`src/rtl/rom_text_sequencer_pkg.sv`:
```
// Shared types and LCD constants for the ROM-to-LCD text sequencer.
package text_seq_pkg;

  typedef enum logic [2:0] {
    IDLE,
    SETUP,
    PULSE,
    GAP,
    DONE
  } state_t;

  localparam logic [7:0] LCD_CMD_CLEAR = 8'h01;
  localparam logic       LCD_RS_CMD    = 1'b0;
  localparam logic       LCD_RS_DATA   = 1'b1;

  function automatic int max2(input int a, input int b);
    return (a > b) ? a : b;
  endfunction

endpackage

```
`src/rtl/rom_text_sequencer_if.sv`:
```
// Bundles the ROM address/data bus, LCD pins and start/busy/done control.
interface rom_text_sequencer_if #(
  parameter int ADDR_W = 4
) ();

  logic              start;
  logic [ADDR_W-1:0] rom_addr;
  logic [7:0]        rom_data;
  logic              lcd_rs;
  logic              lcd_e;
  logic [7:0]        lcd_db;
  logic              busy;
  logic              done;

  modport master (
    input  start, rom_data,
    output rom_addr, lcd_rs, lcd_e, lcd_db, busy, done
  );

  modport slave (
    output start, rom_data,
    input  rom_addr, lcd_rs, lcd_e, lcd_db, busy, done
  );

endinterface

```
`src/rtl/rom_text_sequencer_lcd_byte_writer.sv`:
```
// One LCD byte transfer: SETUP (latch bus), PULSE (lcd_e high), GAP (settle), ack on GAP exit.
module lcd_byte_writer
  import text_seq_pkg::*;
#(
  parameter int EN_HIGH_CYC = 16,
  parameter int SETTLE_CYC  = 2000
) (
  input  logic       clk,
  input  logic       rst_n,
  input  logic       i_req,
  input  logic       i_rs_in,
  input  logic [7:0] i_db_in,
  output logic       o_lcd_e,
  output logic       o_lcd_rs,
  output logic [7:0] o_lcd_db,
  output logic       o_ack
);

  localparam int CNT_W = $clog2(max2(EN_HIGH_CYC, SETTLE_CYC)) + 1;

  state_t             r_state, w_state_next;
  logic [CNT_W-1:0]   r_cnt, w_cnt_next;
  logic [7:0]         r_db;
  logic               r_rs;

  always_ff @(posedge clk or negedge rst_n) begin
    if (!rst_n) begin
      r_state <= IDLE;
      r_cnt   <= '0;
      r_db    <= '0;
      r_rs    <= 1'b0;
    end else begin
      r_state <= w_state_next;
      r_cnt   <= w_cnt_next;
      // rom_data is only valid once rom_addr has settled, i.e. during SETUP
      if (r_state == SETUP) begin
        r_db <= i_db_in;
        r_rs <= i_rs_in;
      end
    end
  end

  always_comb begin
    w_state_next = r_state;
    w_cnt_next   = (r_cnt == '0) ? '0 : r_cnt - CNT_W'(1);
    o_ack        = 1'b0;
    case (r_state)
      IDLE: begin
        if (i_req) begin
          w_state_next = SETUP;
          w_cnt_next   = '0;
        end
      end
      SETUP: begin
        w_state_next = PULSE;
        w_cnt_next   = CNT_W'(EN_HIGH_CYC - 1);
      end
      PULSE: begin
        if (r_cnt == '0) begin
          w_state_next = GAP;
          w_cnt_next   = CNT_W'(SETTLE_CYC - 1);
        end
      end
      GAP: begin
        if (r_cnt == '0) begin
          o_ack        = 1'b1;
          w_state_next = i_req ? SETUP : IDLE;
          w_cnt_next   = '0;
        end
      end
      default: w_state_next = IDLE;
    endcase
  end

  assign o_lcd_e  = (r_state == PULSE);
  assign o_lcd_rs = r_rs;
  assign o_lcd_db = r_db;

endmodule

```
`src/rtl/rom_text_sequencer.sv`:
```
// Clears the LCD then writes MSG_LEN ROM characters; TEXT_SEQ_LOOP_EN makes it repeat forever.
module rom_text_sequencer
  import text_seq_pkg::*;
#(
  parameter int MSG_LEN     = 12,
  parameter int ADDR_W      = 4,
  parameter int EN_HIGH_CYC = 16,
  parameter int SETTLE_CYC  = 2000
) (
  input logic                 clk,
  input logic                 rst_n,
  rom_text_sequencer_if.master bus
);

  localparam int IDX_W = $clog2(MSG_LEN + 1);

  // SETUP here stands for the whole byte loop; the fine phase lives in the writer
  state_t             r_state, w_state_next;
  logic [IDX_W-1:0]   r_idx, w_idx_next;
  logic [ADDR_W-1:0]  r_rom_addr, w_rom_addr_next;
  logic               w_req;
  logic               w_ack;
  logic               w_last;
  logic               w_rs_in;
  logic [7:0]         w_db_in;

  assign w_last = (r_idx == IDX_W'(MSG_LEN));

  always_ff @(posedge clk or negedge rst_n) begin
    if (!rst_n) begin
      r_state    <= IDLE;
      r_idx      <= '0;
      r_rom_addr <= '0;
    end else begin
      r_state    <= w_state_next;
      r_idx      <= w_idx_next;
      r_rom_addr <= w_rom_addr_next;
    end
  end

  always_comb begin
    w_state_next    = r_state;
    w_idx_next      = r_idx;
    w_rom_addr_next = r_rom_addr;
    w_req           = 1'b0;
    case (r_state)
      IDLE, DONE: begin
        if (bus.start) begin
          w_state_next    = SETUP;
          w_idx_next      = '0;
          w_rom_addr_next = '0;
          w_req           = 1'b1;
        end
      end
      SETUP: begin
        if (w_ack) begin
          if (w_last) begin
`ifdef TEXT_SEQ_LOOP_EN
            w_idx_next      = '0;
            w_rom_addr_next = '0;
            w_req           = 1'b1;
`else
            w_state_next    = DONE;
`endif
          end else begin
            // index k+1 writes character k, so the address trails the index by one
            w_idx_next      = r_idx + IDX_W'(1);
            w_rom_addr_next = ADDR_W'(r_idx);
            w_req           = 1'b1;
          end
        end
      end
      default: w_state_next = IDLE;
    endcase
  end

  assign w_rs_in = (r_idx == '0) ? LCD_RS_CMD    : LCD_RS_DATA;
  assign w_db_in = (r_idx == '0) ? LCD_CMD_CLEAR : bus.rom_data;

  lcd_byte_writer #(
    .EN_HIGH_CYC (EN_HIGH_CYC),
    .SETTLE_CYC  (SETTLE_CYC)
  ) u_writer (
    .clk      (clk),
    .rst_n    (rst_n),
    .i_req    (w_req),
    .i_rs_in  (w_rs_in),
    .i_db_in  (w_db_in),
    .o_lcd_e  (bus.lcd_e),
    .o_lcd_rs (bus.lcd_rs),
    .o_lcd_db (bus.lcd_db),
    .o_ack    (w_ack)
  );

  assign bus.rom_addr = r_rom_addr;
  assign bus.busy     = (r_state == SETUP);
  assign bus.done     = (r_state == DONE);

endmodule

```
`src/flat_wrapper.sv`:
```
// flat-port wrapper written by rule: the top's interface ports become plain ports
module rom_text_sequencer_flat import text_seq_pkg::*;
#(
  parameter int MSG_LEN     = 12,
  parameter int ADDR_W      = 4,
  parameter int EN_HIGH_CYC = 16,
  parameter int SETTLE_CYC  = 2000
)
  (clk, rst_n, bus_start, bus_rom_data, bus_rom_addr, bus_lcd_rs, bus_lcd_e, bus_lcd_db, bus_busy, bus_done);
  rom_text_sequencer_if #(.ADDR_W(ADDR_W)) bus_i ();
  input logic clk;
  input logic rst_n;
  input wire logic [$bits(bus_i.start)-1:0] bus_start;
  input wire logic [$bits(bus_i.rom_data)-1:0] bus_rom_data;
  output wire logic [$bits(bus_i.rom_addr)-1:0] bus_rom_addr;
  output wire logic [$bits(bus_i.lcd_rs)-1:0] bus_lcd_rs;
  output wire logic [$bits(bus_i.lcd_e)-1:0] bus_lcd_e;
  output wire logic [$bits(bus_i.lcd_db)-1:0] bus_lcd_db;
  output wire logic [$bits(bus_i.busy)-1:0] bus_busy;
  output wire logic [$bits(bus_i.done)-1:0] bus_done;
  assign bus_i.start = bus_start;
  assign bus_i.rom_data = bus_rom_data;
  assign bus_rom_addr = bus_i.rom_addr;
  assign bus_lcd_rs = bus_i.lcd_rs;
  assign bus_lcd_e = bus_i.lcd_e;
  assign bus_lcd_db = bus_i.lcd_db;
  assign bus_busy = bus_i.busy;
  assign bus_done = bus_i.done;
  rom_text_sequencer #(.MSG_LEN(MSG_LEN), .ADDR_W(ADDR_W), .EN_HIGH_CYC(EN_HIGH_CYC), .SETTLE_CYC(SETTLE_CYC)) u_core (.clk(clk), .rst_n(rst_n), .bus(bus_i));
endmodule
```
`config.mk`:
```
export PLATFORM = sky130hd
export DESIGN_NAME = rom_text_sequencer_flat
export DESIGN_NICKNAME = d
export VERILOG_FILES = /design/src/rtl/rom_text_sequencer_pkg.sv /design/src/rtl/rom_text_sequencer_if.sv /design/src/rtl/rom_text_sequencer_lcd_byte_writer.sv /design/src/rtl/rom_text_sequencer.sv /design/src/flat_wrapper.sv
export SDC_FILE = /design/constraint.sdc
export NUM_CORES = 1
export LEC_CHECK = 0
export ABC_CLOCK_PERIOD_IN_PS = 1900
export CAP_MARGIN = 20
export CORE_ASPECT_RATIO = 0.75
export CORE_UTILIZATION = 46
export DETAILED_ROUTE_END_ITERATION = 16
export GPL_TIMING_DRIVEN = 0
export PLACE_DENSITY = 0.83
export SLEW_MARGIN = 20
export SYNTH_ARGS = -nofsm -noshare
export SYNTH_HDL_FRONTEND = slang
export SYNTH_SLANG_ARGS = --single-unit
```
`constraint.sdc`:
```
create_clock -name clk -period 1.9 [get_ports clk]
set_input_delay 0.285 -clock clk [delete_from_list [all_inputs] [get_ports clk]]
set_output_delay 0.285 -clock clk [all_outputs]
set_load 0.02 [all_outputs]
```
== Yosys cells after proc, flatten, opt, wreduce, memory -nomap -nowiden ==
Cells that the tools add are included.
Word-level totals
  bits in registers: 35
  bits of input ports: 11
  output and inout bits: 16
  logic and storage cells: 60
Cells by class
  add/subtract/negate cells: 2
  eq/ne operators: 13
  muxes and demuxes: 29
  reductions and logical operators: 9
Operators by type and width (number)
  12-bit two-way mux: 4
  12-bit case mux with 4 select lines: 1
  4-bit two-way mux: 5
  3-bit two-way mux: 6
  4-bit case mux with 2 select lines: 2
  12-bit logical NOT: 1
  3-bit case mux with 4 select lines: 1
  12-bit by 1-bit subtractor with 12-bit output (second input constant): 1
  8-bit two-way mux: 1
  2-bit != test (second input constant): 4
  1-bit two-way mux: 7
  3-bit by 1-bit equality test with 1-bit output (second input constant): 2
  3-bit by 2-bit equality test with 1-bit output (second input constant): 2
  3-bit logical NOT: 2
  2-bit by 1-bit != test with 1-bit output (second input constant): 3
  3-bit case mux with 2 select lines: 1
  3-bit AND reduction: 2
  4-bit by 1-bit adder with 4-bit output (second input constant): 1
  4-bit equality test (second input constant): 1
  4-bit logical NOT: 1
  4-bit AND reduction: 1
  3-bit equality test (second input constant): 1
  1-bit case mux with 2 select lines: 1
  2-bit nonzero test: 1
  2-bit OR reduction: 1

== Longest topological paths before layout ==
  depth after elaboration: 8
  gate-level depth with buffers: 8

== By module ==
A second synthesis with hierarchy kept.
Second synthesis, totals
  cell total of the unflattened synthesis: 162
  area total of the unflattened synthesis: 1746.7 um2
Modules (own cells, without submodules)
  lcd_byte_writer: instances 1, cells an instance 100, area each 1162.4 um2, sequential area each 575.6 um2
  rom_text_sequencer: instances 1, cells an instance 62, area each 584.3 um2, sequential area each 250.2 um2

== Worst setup path after synthesis ==
OpenSTA, ideal clock, no wires.
  kind: register to register
  from: reg u_core.u_writer.r_cnt[0]
  to: reg u_core.u_writer.r_state[1]
  library setup time: 0.127 ns
  data arrival time: 1.763 ns
  data required time: 1.773 ns
  slack: 0.010 ns
  stages on the path, launching flop included: 8
  buffers on the path: 0
  clock period less this slack: 1.890 ns
  cells stage by stage: dfrtp_1 inv_1 ha_1 nor3b_2 nand3_2 o21ai_2 o21a_2 mux2_1
Between the ends
  longest elaborated chain between the ends: 7
  elaborated cells between the ends (all ways): 9
RTL lines
  start, declared: line rom_text_sequencer_lcd_byte_writer.sv:22  | logic [CNT_W-1:0] r_cnt, w_cnt_next;
  start signal, assigned: line rom_text_sequencer_lcd_byte_writer.sv:34  | r_cnt <= w_cnt_next;
  12-bit logical NOT (*): line rom_text_sequencer_lcd_byte_writer.sv:59, rom_text_sequencer_lcd_byte_writer.sv:65
  1-bit two-way mux: line rom_text_sequencer_lcd_byte_writer.sv:65  | if (r_cnt == '0) begin
  1-bit two-way mux: line rom_text_sequencer_lcd_byte_writer.sv:47  | case (r_state)
  1-bit two-way mux: line rom_text_sequencer.sv:56  | if (w_ack) begin
  1-bit case mux with 2 select lines: line rom_text_sequencer.sv:46  | case (r_state)
  2-bit != test (no source line)
  3-bit AND reduction (no source line) (*)
  end signal, assigned: line rom_text_sequencer_lcd_byte_writer.sv:33  | r_state <= w_state_next;
  end, declared: line rom_text_sequencer_lcd_byte_writer.sv:21  | state_t r_state, w_state_next;
Mark *: on every way between the ends. The rest lies on a longest branch, timed or not.
A chain may end at the register's enable or synchronous reset.

== Final worst setup path ==
  from: reg u_core.u_writer.r_cnt[1]
  to: reg u_core.u_writer.r_state[1]
Same word-level chain as after synthesis.

==> results.sh <==
export IMPL_sequential_group_share_of_total_power=0.381
export IMPL_max_vdd_ir_drop_v=0.000810
export IMPL_drive_gt1_frac=0.150
export IMPL_hold_worst_slack_ns=0.0490
export IMPL_rsz0062_at_grt="yes"
export IMPL_layout_cells_most_common_list="33 x sky130_fd_sc_hd__dfrtp_1, 23 x sky130_fd_sc_hd__clkdlybuf4s50_1, 15 x sky130_fd_sc_hd__nand2_1"
export IMPL_first_global_vias=1216
export IMPL_synthesis_area_um2=1550
export IMPL_power_combinational_fraction=0.467
export IMPL_ant_nets=0
export IMPL_final_setup_tns_ns=0
export IMPL_drc=0
export IMPL_die_height_um=52.3
export IMPL_detailedRoute_firstIterationViolations=77
export IMPL_cts_max_path_buffers=2
export IMPL_fp_dieW_um=69.1
export IMPL_crit_path_max_fanout=7
export IMPL_global_route_overflow_total=0
export IMPL_synth_avg_cell_area_um2=10.7
export IMPL_worst_slew_margin_rel=0.524
export IMPL_antenna_cells_inserted=0
export IMPL_buffer_ports_inserted=26
export IMPL_place_gp_congestion=0.786
export IMPL_hp_class="input port to asynchronous set/reset pin"
export IMPL_critPathArrivalTime_ns=2.05
export IMPL_hold_viol_final=0
export IMPL_power_density_cell_area_nw_per_um2=1610
export IMPL_wl_per_cell_um=15.5
export IMPL_fp_row_count=17
export IMPL_final_period_utilization=0.992
export IMPL_worst_setup_path_start_kind="flip-flop"
export IMPL_numCtsBuffers=5
export IMPL_dp_cells=209
export IMPL_cell_internal_pwr_uw=1970
export IMPL_worst_slew_pin_transition_ns=0.714
export IMPL_sw_frac_of_total=0.398
export IMPL_clk_pin_slew_ns=0.06
export IMPL_clock_tree_htree_level_count=2
export IMPL_drt_first_pass_iters=4
export IMPL_grt_usage=0.209
export IMPL_detailed_place_hpwl_um=2250
export IMPL_cts_hold_bufs=0
export IMPL_crit_type="flip-flop to flip-flop"
export IMPL_worstPathRequired_ns=2.07
export IMPL_cts_root_buf="sky130_fd_sc_hd__clkbuf_8"
export IMPL_period_needed_ns=1.89
export IMPL_yosys_warnings=0
export IMPL_timing_final_max_slew_violations=0
export IMPL_clk_insertion_delay_late_ns=0.29
export IMPL_outcome="finished, final reports clean"
export IMPL_postSynthRegisterBits=33
export IMPL_synthCells=145
export IMPL_final_nets=204
export IMPL_max_freq_ghz=0.530
export IMPL_timing_critical_path_to_type="flip-flop"
export IMPL_max_capacitance_violation_count=0
export IMPL_clock_tree_from_tritoncts="done"
export IMPL_clockPowerShare=0.152
export IMPL_finalWirelength_um=3490
export IMPL_proportion_of_synthesized_chip_area_in_sequential_cells=0.532
export IMPL_layout_cells_most_common="sky130_fd_sc_hd__dfrtp_1"
export IMPL_area_growth_syn_to_layout_pct=31.4
export IMPL_grt_max_degree=34
export IMPL_yosys_cell_types_count=36
export IMPL_initial_antenna_violation_count=0
export IMPL_cts_sinks=33
export IMPL_ioPinCount=27
export IMPL_final_fill_count=228
export IMPL_routed_via_count=1239
export IMPL_vias_per_cell=5.51
export IMPL_finClkSkew_ns=0.00757
export IMPL_mappedNetlistNets=163
export IMPL_power_net_switching_uw=1300
export IMPL_placeableCoreArea_um2=3080
export IMPL_floorplan_die_area_um2=3610
export IMPL_fin_cells=225
export IMPL_p_leak_uw=0.000936
export IMPL_report_final_setup_viol=0
export IMPL_grt_pass1_wl_um=5640
export IMPL_start_util=0.503
## flip-flops by register name (all words and copies together), names as in the netlist
signal	cells
u_core.bus.rom_addr	4
u_core.u_writer.r_state	2
u_core.u_writer.r_cnt	12
u_core.u_writer.o_lcd_rs	1
u_core.u_writer.o_lcd_db	8
u_core.r_idx	4
u_core.r_state	2
## logic make-up after synthesis
logic type	synth area share
compound gates	0.140
xor+xnor	0.0451
fa+ha+maj	0.0564
buf+inv	0.0314
flops	0.532
mux	0.0338
simple gates	0.161
## what timing repair did
item | CTS | global route
setup buffers | 4 | 4
pin swaps | 1 | 2
cloned | 0 | 0
setup endpoints to repair | 19 | 13
gates resized for setup | 7 | 4
## area by class of cell
type | count | area (um2) | share of cell area
flip-flops and latches | 33 | 826 | 0.405
multi-input cells | 100 | 723 | 0.354
clock inverters | 2 | 10.0 | 0.00490
plain buffers | 1 | 7.51 | 0.00368
well taps | 38 | 47.5 | 0.0233
repair buffers | 34 | 313 | 0.153
inverters | 11 | 41.3 | 0.0202
clock buffers | 6 | 72.6 | 0.0356
## critical path: stages, from the launching register on
cell and delay, ns:
sky130_fd_sc_hd__dfrtp_1 0.40, sky130_fd_sc_hd__inv_1 0.07, sky130_fd_sc_hd__ha_2 0.17, sky130_fd_sc_hd__nor3b_4 0.27, sky130_fd_sc_hd__nand3_4 0.17, sky130_fd_sc_hd__o21ai_4 0.21
sky130_fd_sc_hd__o21a_2 0.18, sky130_fd_sc_hd__mux2_4 0.30
## Yosys cell counts, drive strengths merged
master   instances  area, um2
or4              1       7.51
ha               7       87.6
mux2i            3       30.0
a22o             7       61.3
nor3b            1       12.5
o31ai            1       7.51
xnor2            5       43.8
nand2           16       62.6
o21a             1       8.76
a21oi            4       20.0
o21ai           12       63.8
nor4             4       40.0
a2bb2oi          1       8.76
a31oi            1       6.26
nor2b            3       18.8
xor2             3       26.3
nand2b           1       6.26
nor2            14       52.6
o31a             1       8.76
o41ai            1       8.76
inv             10       37.5
buf              1       7.51
and2             1       6.26
mux2             2       22.5
or3              2       12.5
clkinv           1       3.75
nand3            4       25.0
o2bb2ai          1       8.76
nand4            1       6.26
a21o             2       15.0
dfrtp           33        826
## through the flow
| step | cell area [um2] | utilization | setup WS [ns] | total power, uW |
|---|---|---|---|---|
| 4_1_cts | 1990 | 0.646 | -0.00433 | 3160 |
| 5_1_grt | 2040 | 0.662 | -0.0378 | 3490 |
| 6_report | 2040 | 0.662 | 0.0146 | 3280 |
| 3_5_place_dp | 1860 | 0.602 | -0.269 | 2590 |
| 3_3_place_gp | 1860 | 0.603 | -0.188 | 2510 |
| 2_1_floorplan | 1550 | - | 0.0101 | 2090 |
## per-layer routing
metal  share of wire  track usage
met5               0            0
met4           0.025        0.112
met3           0.052       0.0500
met2            0.47        0.346
met1            0.46        0.258
## power groups by stage
stage	registers [uW]	clock network, uW	logic, uW
after floorplan	1330	0	763
after global placement	1220	0	1290
after detailed placement	1250	0	1350
after CTS	1240	513	1410
after global routing	1280	547	1660
final	1250	499	1530
## final timing paths
kind / start / cells after the start / end / slack [ns]
max: u_core.u_writer.r_cnt[1] / 7 / u_core.u_writer.r_state[1] / 0.01
min: rst_n / 1 / u_core.u_writer.r_cnt[1] / 0.05
max reg2reg: u_core.u_writer.r_cnt[1] / 7 / u_core.u_writer.r_state[1] / 0.01
min reg2reg: u_core.bus.rom_addr[3] / 1 / u_core.bus.rom_addr[3] / 0.52
max in group asynchronous: rst_n / 1 / u_core.u_writer.r_state[0] / 1.39
min in group clk: u_core.bus.rom_addr[3] / 1 / u_core.bus.rom_addr[3] / 0.52
(Power assumes the default switching activity.)
